[src/rtl/inst_queue.sv]
// Instruction queue between fetch and decode: DEPTH-entry circular buffer of
// {pc, inst, fault}, first-word-fall-through, cleared by flush or reset.
module inst_queue #(
  parameter int unsigned DEPTH  = 4,
  parameter int unsigned ADDR_W = 64,
  parameter int unsigned INST_W = 32
) (
  input  logic                     CLK,
  input  logic                     reset,
  input  logic                     flush,
  input  logic                     in_valid,
  input  logic [ADDR_W-1:0]        in_pc,
  input  logic [INST_W-1:0]        in_inst,
  input  logic                     in_fault,
  output logic                     in_ready,
  output logic                     out_valid,
  output logic [ADDR_W-1:0]        out_pc,
  output logic [INST_W-1:0]        out_inst,
  output logic                     out_fault,
  input  logic                     out_ready,
  output logic [$clog2(DEPTH):0]   count
);

  localparam int unsigned PTR_W = $clog2(DEPTH);
  localparam int unsigned CNT_W = PTR_W + 1;

  logic [ADDR_W-1:0] pc_q    [DEPTH];
  logic [INST_W-1:0] inst_q  [DEPTH];
  logic              fault_q [DEPTH];
  logic [PTR_W-1:0]  wr_ptr;
  logic [PTR_W-1:0]  rd_ptr;
  logic              push;
  logic              pop;

  always_comb begin
    in_ready  = !reset && !flush && (count != CNT_W'(DEPTH));
    out_valid = !reset && (count != '0);
    push      = in_valid && in_ready;
    pop       = out_valid && out_ready;
    // Empty (or in-reset) queue presents a NOP so stale storage never leaks out.
    out_pc    = out_valid ? pc_q[rd_ptr]    : '0;
    out_inst  = out_valid ? inst_q[rd_ptr]  : INST_W'(32'h0000_0013);
    out_fault = out_valid ? fault_q[rd_ptr] : 1'b0;
  end

  always_ff @(posedge CLK) begin
    if (push) begin
      pc_q[wr_ptr]   <= in_pc;
      inst_q[wr_ptr] <= in_inst;
    end
  end

  always_ff @(posedge CLK) begin
    if (reset) begin
      wr_ptr <= '0;
      rd_ptr <= '0;
      count  <= '0;
      for (int unsigned i = 0; i < DEPTH; i++) fault_q[i] <= 1'b0;
    end else if (flush) begin
      wr_ptr <= '0;
      rd_ptr <= '0;
      count  <= '0;
    end else begin
      if (push) begin
        fault_q[wr_ptr] <= in_fault;
        wr_ptr          <= wr_ptr + PTR_W'(1);
      end
      if (pop) rd_ptr <= rd_ptr + PTR_W'(1);
      case ({push, pop})
        2'b10:   count <= count + CNT_W'(1);
        2'b01:   count <= count - CNT_W'(1);
        default: count <= count;
      endcase
    end
  end

endmodule

[config.mk]
export PLATFORM = sky130hd
export DESIGN_NAME = inst_queue
export DESIGN_NICKNAME = d
export VERILOG_FILES = /design/src/rtl/inst_queue.sv
export SDC_FILE = /design/constraint.sdc
export NUM_CORES = 1
export LEC_CHECK = 0
export ABC_AREA = 1
export ABC_CLOCK_PERIOD_IN_PS = 7400
export BUFFER_PORTS_ARGS = -buffer_cell sky130_fd_sc_hd__buf_2
export CAP_MARGIN = 15
export CORE_UTILIZATION = 52
export CTS_BUF_LIST = sky130_fd_sc_hd__clkbuf_16
export DETAILED_ROUTE_END_ITERATION = 12
export HOLD_SLACK_MARGIN = 0.05
export PLACE_DENSITY = 0.73
export SKIP_CTS_REPAIR_TIMING = 1
export SLEW_MARGIN = 20
export SYNTH_ARGS = -nofsm -noshare
export SYNTH_HDL_FRONTEND = slang
export SYNTH_SLANG_ARGS = --single-unit
export TNS_END_PERCENT = 5
[constraint.sdc]
create_clock -name CLK -period 7.4 [get_ports CLK]
set_input_delay 1.48 -clock CLK [delete_from_list [all_inputs] [get_ports CLK]]
set_output_delay 1.48 -clock CLK [all_outputs]
set_load 0.02 [all_outputs]
==> run metrics, run 1 <==
mean area per synthesized cell=12.7 um^2; count of input and output buffers=203; class of the tightest hold or removal check=flip-flop to flip-flop; portion of total power attributed to the clock network=40.4%; remaining global-route overflow=0; Non-Filler Instances=1823; number of different library cells in the post-synthesis netlist=24; CTS tree=yes; number of inserted filler cells in the final layout=2231; Initial DRT Pass Iterations=6; most area-hungry cell type in the Yosys netlist=edfxtp_1; maximum vdd drop=0.210 mV; Initial Util=53.5%; CTS buffer count=40; total routing resource utilization after global routing=21.3%; post-synthesis sequential area ratio=76.0%; sum of negative setup slack=0 ns; average wire per standard cell=18.1 um; vias in the first global route=9636; top-level port count=204; num rows=62; Worst Path Required=5.92 ns; RSZ-0062 raised after global routing=false; portion of total power attributed to sequential cells=56.7%; later-pin clock latency in the skew report=0.51 ns; post-route design area=0.0179 mm^2; post-layout net count=1519; final count of negative-setup-slack endpoints=0; max-slew headroom at the worst pin=27.2%; Mapped Area=0.0156 mm^2; Slew Viols, Final=0; number of warnings issued by yosys=0; share of total power consumed by net switching=19.3%; Post-Place Cells=1753; number of antenna violations at the first check in global routing=7; detail-routed via count per cell=5.45; number of design-rule violations left by the first detailed-router iteration=850; leakage dissipation=6.56 nW; worst endpoint data arrival time=3.61 ns; Internal Pwr Total=3.55 mW; commonest register cell after synthesis=edfxtp_1; via total after detailed routing=9929; PnR Total Power=4.40 mW; Net Switching=0.850 mW; placed cell area=0.0168 mm^2; wirelength, routed=32900 um; floorplan core area=0.0291 mm^2; ANT nets after route=0; fraction of final layout cells sized beyond drive strength 1=18.8%; Power Density=245 mW/mm^2; Total Die Area=0.0306 mm^2; first-pass GRT wire length=50600 um; total of max-cap violations=0; clock root cell=clkbuf_16; Layout area overhead=15.3%; most frequent cells after synthesis=388 x edfxtp_1, 386 x nor2_1, 183 x o21ai_0, 106 x a21oi_1, 26 x nand2_1; Area contributors post-synth=edfxtp_1 75%, nor2_1 9.3%, o21ai_0 5.9%; worst setup path category=flip-flop to output port; post-detail-place hpwl=17900 um; count of flip-flops with a built-in enable after synthesis=388; async set or reset register ratio after synthesis=0%; net count after synthesis=1336; maximum achievable frequency=196 MHz; maximum fanout count along the critical path=52; final worst path period need=5.09 ns; sinks on the clock net=397; nature of the critical path endpoint=output port; setup clock skew after layout=0.00757 ns; Post-route DRC=0; H-Tree Level Count=2; number of standard cells after synthesis=1228; ratio of final minimum period to clock period=68.8%; clock-pin slew reported for the worst setup and hold paths after clock tree synthesis=0.06 ns; run status=finished clean; Die Height=175 um; horizontal die dimension=175 um; deepest clock path buffer count=3; register bit count reported by yosys=397; fraction of synthesized cell area taken by the top area cell type=74.9%; combinational power share=3.0%; most used standard cell by instance count after synthesis=edfxtp_1; transition time at the pin with the least slew margin=1.09 ns; worst hold slack across all endpoints=0.459 ns; Hold Fails Final Rpt=0; gp weighted congestion=0.781; maximum number of pins on one net before global-route repair=126; Critical Path Source Type=flip-flop
stage by stage:
stage / utilization [%] / setup WS, ns
5_1_grt: 61.6 / 2.09
4_1_cts: 61.6 / 2.25
6_report: 61.7 / 2.31
3_5_place_dp: 57.7 / 2.72
3_3_place_gp: 57.7 / 2.83
2_1_floorplan: - / 0.886
power by group through the flow:
stage | Clock (mW) | Sequential, mW | Combinational [mW]
floorplan | 0 | 2.54 | 0.0589
global placement | 0 | 2.54 | 0.125
detailed placement | 0 | 2.54 | 0.130
CTS | 1.81 | 2.49 | 0.130
global route | 1.89 | 2.50 | 0.144
finish | 1.78 | 2.49 | 0.130
worst max-delay path: stages, from the launching register on:
cell and delay, ns:
dfxtp_4 0.75, clkinv_2 0.90, buf_4 0.63, nor2_1 0.18, o21ai_0 0.11, a21oi_1 0.27, buf_2 0.22
worst paths after layout:
path                                 from      endpoint  slack (ns)  cells past startpoint
worst max-delay path            flip-flop  out_inst[29]        2.31                      6
worst min-delay path            rd_ptr[0]     flip-flop        0.46                      2
worst max register to register   count[1]   pc_q[1][55]        5.02                      5
worst min register to register  rd_ptr[0]     flip-flop        0.46                      2
kinds of logic after synthesis:
| family | Yosys count | synth area share (%) |
|---|---|---|
| AO/OA/AOI/OAI | 302 | 9.71 |
| flip-flops | 397 | 76.0 |
| buffers and inverters | 97 | 3.28 |
| adder cells (fa/ha/maj) | 6 | 0.531 |
| AND/OR/NAND/NOR | 426 | 10.5 |
flip-flops by register name (all words and copies together) (netlist names), named ones only:
name and flops:
wr_ptr 2, rd_ptr 2, inst_q 128, pc_q 256, fault_q 4, count 3
routing by layer:
metal / global-route usage (%) / share of wire (%) / vias to the layer above
met3: 4.70 / 8.2 / 59
met5: 0 / 0.11 / -
met4: 6.12 / 1.9 / 6
li1: - / - / 4721
met1: 28.5 / 42 / 4767
met2: 35.2 / 48 / 376
cell type report:
| class | instances | area (um^2) | share of cell area, % |
|---|---|---|---|
| Sequential cell | 397 | 11800 | 66.0 |
| Multi-Input combinational cell | 734 | 3260 | 18.2 |
| Timing Repair Buffer | 215 | 1120 | 6.23 |
| Clock buffer | 41 | 1030 | 5.72 |
| Tap cell | 384 | 480 | 2.68 |
| Clock inverter | 23 | 114 | 0.634 |
| Inverter | 23 | 92.6 | 0.516 |
| Antenna cell | 6 | 15.0 | 0.0837 |
cells in the final DEF (no fill, tap or decap), types with 2 or more instances in the layout:
master / instances
o21ai_0: 183
buf_2: 203
nand4_1: 3
dfxtp_1: 7
a21oi_1: 106
nor2_4: 4
nor3_1: 3
nand2_1: 25
clkinv_1: 12
nand3_1: 5
o21ai_1: 13
diode_2: 6
inv_1: 30
clkinv_2: 2
nor2_1: 382
clkbuf_16: 41
dfxtp_4: 2
buf_4: 11
edfxtp_1: 388
ha_1: 5
Note: power is estimated with default switching activity, not from simulation.
==> run 2, diff against run 1 <==
--- a/config.mk
+++ b/config.mk
@@ -6,7 +6,7 @@
 export NUM_CORES = 1
 export LEC_CHECK = 0
 export ABC_AREA = 1
-export ABC_CLOCK_PERIOD_IN_PS = 7400
+export ABC_CLOCK_PERIOD_IN_PS = 5350
 export BUFFER_PORTS_ARGS = -buffer_cell sky130_fd_sc_hd__buf_2
 export CAP_MARGIN = 15
 export CORE_UTILIZATION = 52
==> constraint.sdc (replaced) <==
create_clock -name CLK -period 5.35 [get_ports CLK]
set_input_delay 1.07 -clock CLK [delete_from_list [all_inputs] [get_ports CLK]]
set_output_delay 1.07 -clock CLK [all_outputs]
set_load 0.02 [all_outputs]
==> run 2 against run 1 <==
- utilization increased by 0.47 points
- die area unchanged
- sequential power increased by 39%
- first-iteration DRC count increased by 16%
- sequential share of layout area decreased by 0.50 points
- critical path depth decreased by 1
- non-clock buffer count increased by 4
- count of clock-buffer cells in the layout unchanged
- sequential cell count unchanged
==> run metrics, run 2 (same netlist as run 1, synthesis figures left out) <==
placed cell area=0.0169 mm^2 (+0.40%); CTS tree=yes; Initial DRT Pass Iterations=5 (-1); post-detail-place hpwl=18000 um (+0.42%); number of inserted filler cells in the final layout=2186 (-2.0%); series of cell instances along the critical path=inv_4 > buf_4 > o21ai_0 > a21oi_1 > buf_2; number of design-rule violations left by the first detailed-router iteration=985 (+16%); number of antenna violations at the first check in global routing=6 (-1); ratio of final minimum period to clock period=77.8%; cell with the largest stage delay on the worst path=dfxtp_4; cell family with most CP delay=buffers and inverters; gp weighted congestion=0.782 (+0.12%); vias in the first global route=9592 (-0.46%); Hold Fails Final Rpt=0 (unchanged); number of flip-flops under the largest register name=256 (unchanged); worst endpoint data arrival time=3.09 ns (-0.52 ns); most used cells in the layout excluding fill and tap cells=388 x edfxtp_1, 382 x nor2_1, 203 x buf_2; CTS buffer count=40 (unchanged); maximum number of pins on one net before global-route repair=119 (-5.6%); num rows=62 (unchanged); maximum fanout count along the critical path=90 (+73%); run status=finished clean; setup clock skew after layout=0.0134 ns (+0.00579 ns); post-layout net count=1523 (+0.26%); registers with the highest flip-flop counts=pc_q: 256 flops, inst_q: 128 flops, fault_q: 4 flops; remaining global-route overflow=0 (unchanged); number of buffers and inverters on the critical path=3 (unchanged); deepest clock path buffer count=3 (unchanged); detail-routed via count per cell=5.36 (-1.5%); fraction of final layout cells sized beyond drive strength 1=19.6% (+0.78 points); number of cells on the worst reg-to-reg path=5 (unchanged); top-level port count=204 (unchanged); Power Density=346 mW/mm^2 (+41%); Post-Place Cells=1757 (+0.23%); H-Tree Level Count=2 (unchanged); total routing resource utilization after global routing=21.9% (+0.60 points); via total after detailed routing=9800 (-1.3%); Critical Path Source Type=flip-flop; Die Height=175 um (unchanged); later-pin clock latency in the skew report=0.52 ns (about the same); register-to-register setup slack=2.84 ns (-2.18 ns); Non-Filler Instances=1827 (+0.22%); commonest non-fill, non-tap cell in the layout=edfxtp_1; start point of the worst min-delay path=rd_ptr[0]; worst setup path category=flip-flop to output port; clock root cell=clkbuf_16; final count of negative-setup-slack endpoints=0 (unchanged); clock-pin slew reported for the worst setup and hold paths after clock tree synthesis=0.06 ns (about the same); maximum achievable frequency=240 MHz; first-pass GRT wire length=51500 um (+1.7%); end of the worst register-to-register path=pc_q[1][55]; floorplan core area=0.0291 mm^2 (unchanged); horizontal die dimension=175 um (unchanged); final worst path period need=4.16 ns; Layout area overhead=16.2%; Largest Register=pc_q; Hold Crit Endpoint=rd_ptr[0]; worst hold stages=2 (unchanged); Slew Viols, Final=0 (unchanged); wirelength, routed=33500 um (+1.8%); count of input and output buffers=203 (unchanged); transition time at the pin with the least slew margin=1.08 ns (-0.0127 ns); maximum vdd drop=0.338 mV (+61%); class of the tightest hold or removal check=flip-flop to flip-flop; Worst Path Required=4.28 ns (-1.64 ns); leakage dissipation=6.63 nW (+1.1%); total of max-cap violations=0 (unchanged); RR Startpoint=count[1]; maximum single-stage delay on the critical path=0.90 ns (about the same); Initial Util=53.5% (unchanged); max-slew headroom at the worst pin=28.1% (+0.85 points); ANT nets after route=0 (unchanged); sinks on the clock net=397 (unchanged); RSZ-0062 raised after global routing=false; Post-route DRC=0 (unchanged); Total Die Area=0.0306 mm^2 (unchanged); post-route design area=0.0181 mm^2 (+0.76%); average wire per standard cell=18.4 um (+1.6%); nature of the critical path endpoint=output port
## run 2: worst max path at each step
| stage | endpoint | slack (ns) | cells past startpoint |
|---|---|---|---|
| floorplan | inst_q[0][0] | -0.75 | 3 |
| global placement | out_pc[0] | 1.49 | 5 |
| detailed placement | out_pc[0] | 1.50 | 5 |
| CTS | out_pc[48] | 1.13 | 5 |
| global route | out_pc[8] | 0.91 | 5 |
| finish | out_pc[43] | 1.19 | 5 |
## run 2: final cells by class
cell class              instances  area, um^2  area share [%]
clock inverters                28         198            1.09
multi-input cells             734        3260            18.0
well taps                     384         480            2.66
clock buffers                  41        1030            5.67
flip-flops and latches        397       11800            65.5
inverters                      23        90.1           0.498
repair buffers                219        1190            6.56
diodes                          1        2.50          0.0138
## run 2: tightest hold or removal path: cells and delay by family, from the launching register on
family	cells	cell delay [ns]
AO/OA/AOI/OAI	1	0.06
buffers and inverters	1	0.07
flip-flops	1	0.31
## run 2: per-stage QoR
step           hold slack [ns]  TNS [ns]  util (%)  setup slack [ns]  total power, mW
5_1_grt                  0.513         0      62.1             0.914             6.41
6_report                 0.485         0      62.2              1.19             6.25
3_5_place_dp             0.472         0      57.9              1.50             3.70
4_1_cts                  0.481         0      62.1              1.13             6.29
2_1_floorplan            0.444   -289.46         -            -0.754             3.60
3_3_place_gp             0.461         0      57.9              1.49             3.69
## run 2: metal layers
metal | vias to the layer above | routed length (um) | global-route usage (%)
li1 | 4721 | - | -
met1 | 4662 | 13800 | 29.1
met2 | 354 | 16100 | 36.1
met3 | 55 | 2890 | 5.09
met4 | 8 | 653 | 6.49
met5 | - | 47 | 0
## run 2: power breakdown
group	total, mW	internal (mW)	switching (mW)
registers	3.45	3.44	0.00799
logic	0.183	0.0580	0.125
clock network	2.62	1.53	1.09
==> run 3, diff against run 2 <==
--- a/config.mk
+++ b/config.mk
@@ -6,7 +6,7 @@
 export NUM_CORES = 1
 export LEC_CHECK = 0
 export ABC_AREA = 1
-export ABC_CLOCK_PERIOD_IN_PS = 5350
+export ABC_CLOCK_PERIOD_IN_PS = 3950
 export BUFFER_PORTS_ARGS = -buffer_cell sky130_fd_sc_hd__buf_2
 export CAP_MARGIN = 15
 export CORE_UTILIZATION = 52
==> constraint.sdc (replaced) <==
create_clock -name CLK -period 3.95 [get_ports CLK]
set_input_delay 0.79 -clock CLK [delete_from_list [all_inputs] [get_ports CLK]]
set_output_delay 0.79 -clock CLK [all_outputs]
set_load 0.02 [all_outputs]
==> run 3 against run 2 <==
- clock power rose by 42%
- critical endpoint is now out_pc[4]
- highest routed layer unchanged
- largest power group unchanged
- utilization increased by 0.59 points
- via count increased by 1.3%
- critical path depth unchanged
==> run metrics, run 3 (same netlist as run 1, synthesis figures left out) <==
run status=finished clean; post-detail-place hpwl=18800 um (+4.8%); most used cells in the layout excluding fill and tap cells=388 x edfxtp_1, 382 x nor2_1, 203 x buf_2; Critical Path Source Type=flip-flop; max-slew headroom at the worst pin=48.3% (+20 points); cell with the largest stage delay on the worst path=dfxtp_4; detail-routed via count per cell=5.41 (+0.80%); sum of negative setup slack=0 ns (unchanged); number of flip-flops under the largest register name=256 (unchanged); Worst Path Required=3.16 ns (-1.12 ns); total of max-cap violations=0 (unchanged); combined area of the multi-input logic cells=0.00326 mm^2 (unchanged); series of cell instances along the critical path=inv_4 > buf_12 > o21ai_0 > a21oi_1 > buf_2; vias in the first global route=9780 (+2.0%); portion of total power attributed to the clock network=43.1% (+1.2 points); number of design-rule violations left by the first detailed-router iteration=941 (-4.5%); share of total power consumed by net switching=19.1% (-0.51 points); Largest Register=pc_q; maximum vdd drop=0.506 mV (+50%); count of input and output buffers=203 (unchanged); final count of negative-setup-slack endpoints=0 (unchanged); maximum fanout count along the critical path=106 (+18%); registers with the highest flip-flop counts=pc_q: 256 flops, inst_q: 128 flops, fault_q: 4 flops; first-pass GRT wire length=51600 um (+0.24%); portion of total power attributed to sequential cells=54.0% (-1.2 points); final standard cell utilization of the core=62.7% (+0.59 points); number of inserted filler cells in the final layout=2190 (+0.18%); ANT nets after route=0 (unchanged); maximum number of pins on one net before global-route repair=109 (-8.4%); later-pin clock latency in the skew report=0.52 ns (about the same); Non-Filler Instances=1837 (+0.55%); post-layout net count=1527 (+0.26%); Net Switching=1.65 mW (+35%); worst hold slack across all endpoints=0.467 ns (-0.0186 ns); total routing resource utilization after global routing=21.7% (-0.17 points); floorplan core area=0.0291 mm^2 (unchanged); combinational power share=2.9% (about the same); remaining global-route overflow=0 (unchanged); clock root cell=clkbuf_16; Post-route DRC=0 (unchanged); Die Height=175 um (unchanged); via total after detailed routing=9932 (+1.3%); num rows=62 (unchanged); sinks on the clock net=397 (unchanged); CTS buffer count=40 (unchanged); setup clock skew after layout=0.0105 ns (-0.00289 ns); deepest clock path buffer count=3 (unchanged); average wire per standard cell=18.1 um (-1.6%); gp weighted congestion=0.772 (-1.2%); Internal Pwr Total=7.00 mW (+39%); Initial Util=53.5% (unchanged); Layout area overhead=17.3%; H-Tree Level Count=2 (unchanged); Power Density=474 mW/mm^2 (+37%); wirelength, routed=33200 um (-1.1%); horizontal die dimension=175 um (unchanged); number of antenna violations at the first check in global routing=10 (+4); CTS tree=yes; commonest non-fill, non-tap cell in the layout=edfxtp_1; top-level port count=204 (unchanged); number of buffers and inverters on the critical path=3 (unchanged); nature of the critical path endpoint=output port; Hold Fails Final Rpt=0 (unchanged); worst endpoint data arrival time=2.59 ns (-0.50 ns); final worst path period need=3.38 ns; clock-pin slew reported for the worst setup and hold paths after clock tree synthesis=0.06 ns (about the same); RSZ-0062 raised after global routing=false; maximum achievable frequency=295 MHz; cell family with most CP delay=buffers and inverters; leakage dissipation=6.71 nW (+1.2%); Slew Viols, Final=0 (unchanged); Post-Place Cells=1761 (+0.23%); class of the tightest hold or removal check=flip-flop to flip-flop; transition time at the pin with the least slew margin=0.775 ns (-0.303 ns); ratio of final minimum period to clock period=85.7%; maximum single-stage delay on the critical path=0.49 ns (-0.41 ns); Total Die Area=0.0306 mm^2 (unchanged); fraction of final layout cells sized beyond drive strength 1=20.0% (+0.36 points); Register Area=0.0118 mm^2 (unchanged); Initial DRT Pass Iterations=5 (unchanged); worst setup path category=flip-flop to output port
run 3: final timing paths:
path                            cells after the start  slack (ns)        end  startpoint
worst max-delay path                                5        0.57  out_pc[4]   flip-flop
worst min-delay path                                2        0.47  flip-flop   rd_ptr[0]
worst max register to register                     11        1.77   count[2]    count[1]
worst min register to register                      2        0.47  flip-flop   rd_ptr[0]
run 3: stage by stage:
step	area [um^2]	setup WS, ns	total power [mW]
floorplan	15600	-0.290	4.88
global placement	16900	1.08	5.00
detailed placement	16900	1.05	5.01
CTS	18200	0.546	8.71
global route	18200	0.373	8.89
finish	18300	0.566	8.65
run 3: worst min-delay path, cell delays in order, from the launching register on:
cell and delay (ns):
dfxtp_1 0.31, inv_1 0.06, a21oi_1 0.06
run 3: per-layer routing:
layer | track usage, % | vias to the layer above | routed length (um)
met1 | 27.7 | 4773 | 13600
met5 | 0 | - | 29
li1 | - | 4732 | -
met3 | 5.22 | 70 | 2510
met4 | 6.99 | 6 | 726
met2 | 36.8 | 351 | 16300
run 3: layout make-up:
| type | count | area share, % |
|---|---|---|
| Multi-Input combinational cell | 734 | 17.9 |
| Timing Repair Buffer | 223 | 6.94 |
| Antenna cell | 7 | 0.0960 |
| Inverter | 23 | 0.500 |
| Tap cell | 384 | 2.63 |
| Sequential cell | 397 | 64.9 |
| Clock inverter | 28 | 1.49 |
| Clock buffer | 41 | 5.62 |
run 3: power by group through the flow:
stage | clock (mW) | combinational (mW) | sequential (mW)
final | 3.73 | 0.254 | 4.67
after global routing | 3.94 | 0.281 | 4.67
after CTS | 3.79 | 0.256 | 4.67
after detailed placement | 0 | 0.254 | 4.76
after global placement | 0 | 0.245 | 4.76
after floorplan | 0 | 0.111 | 4.76
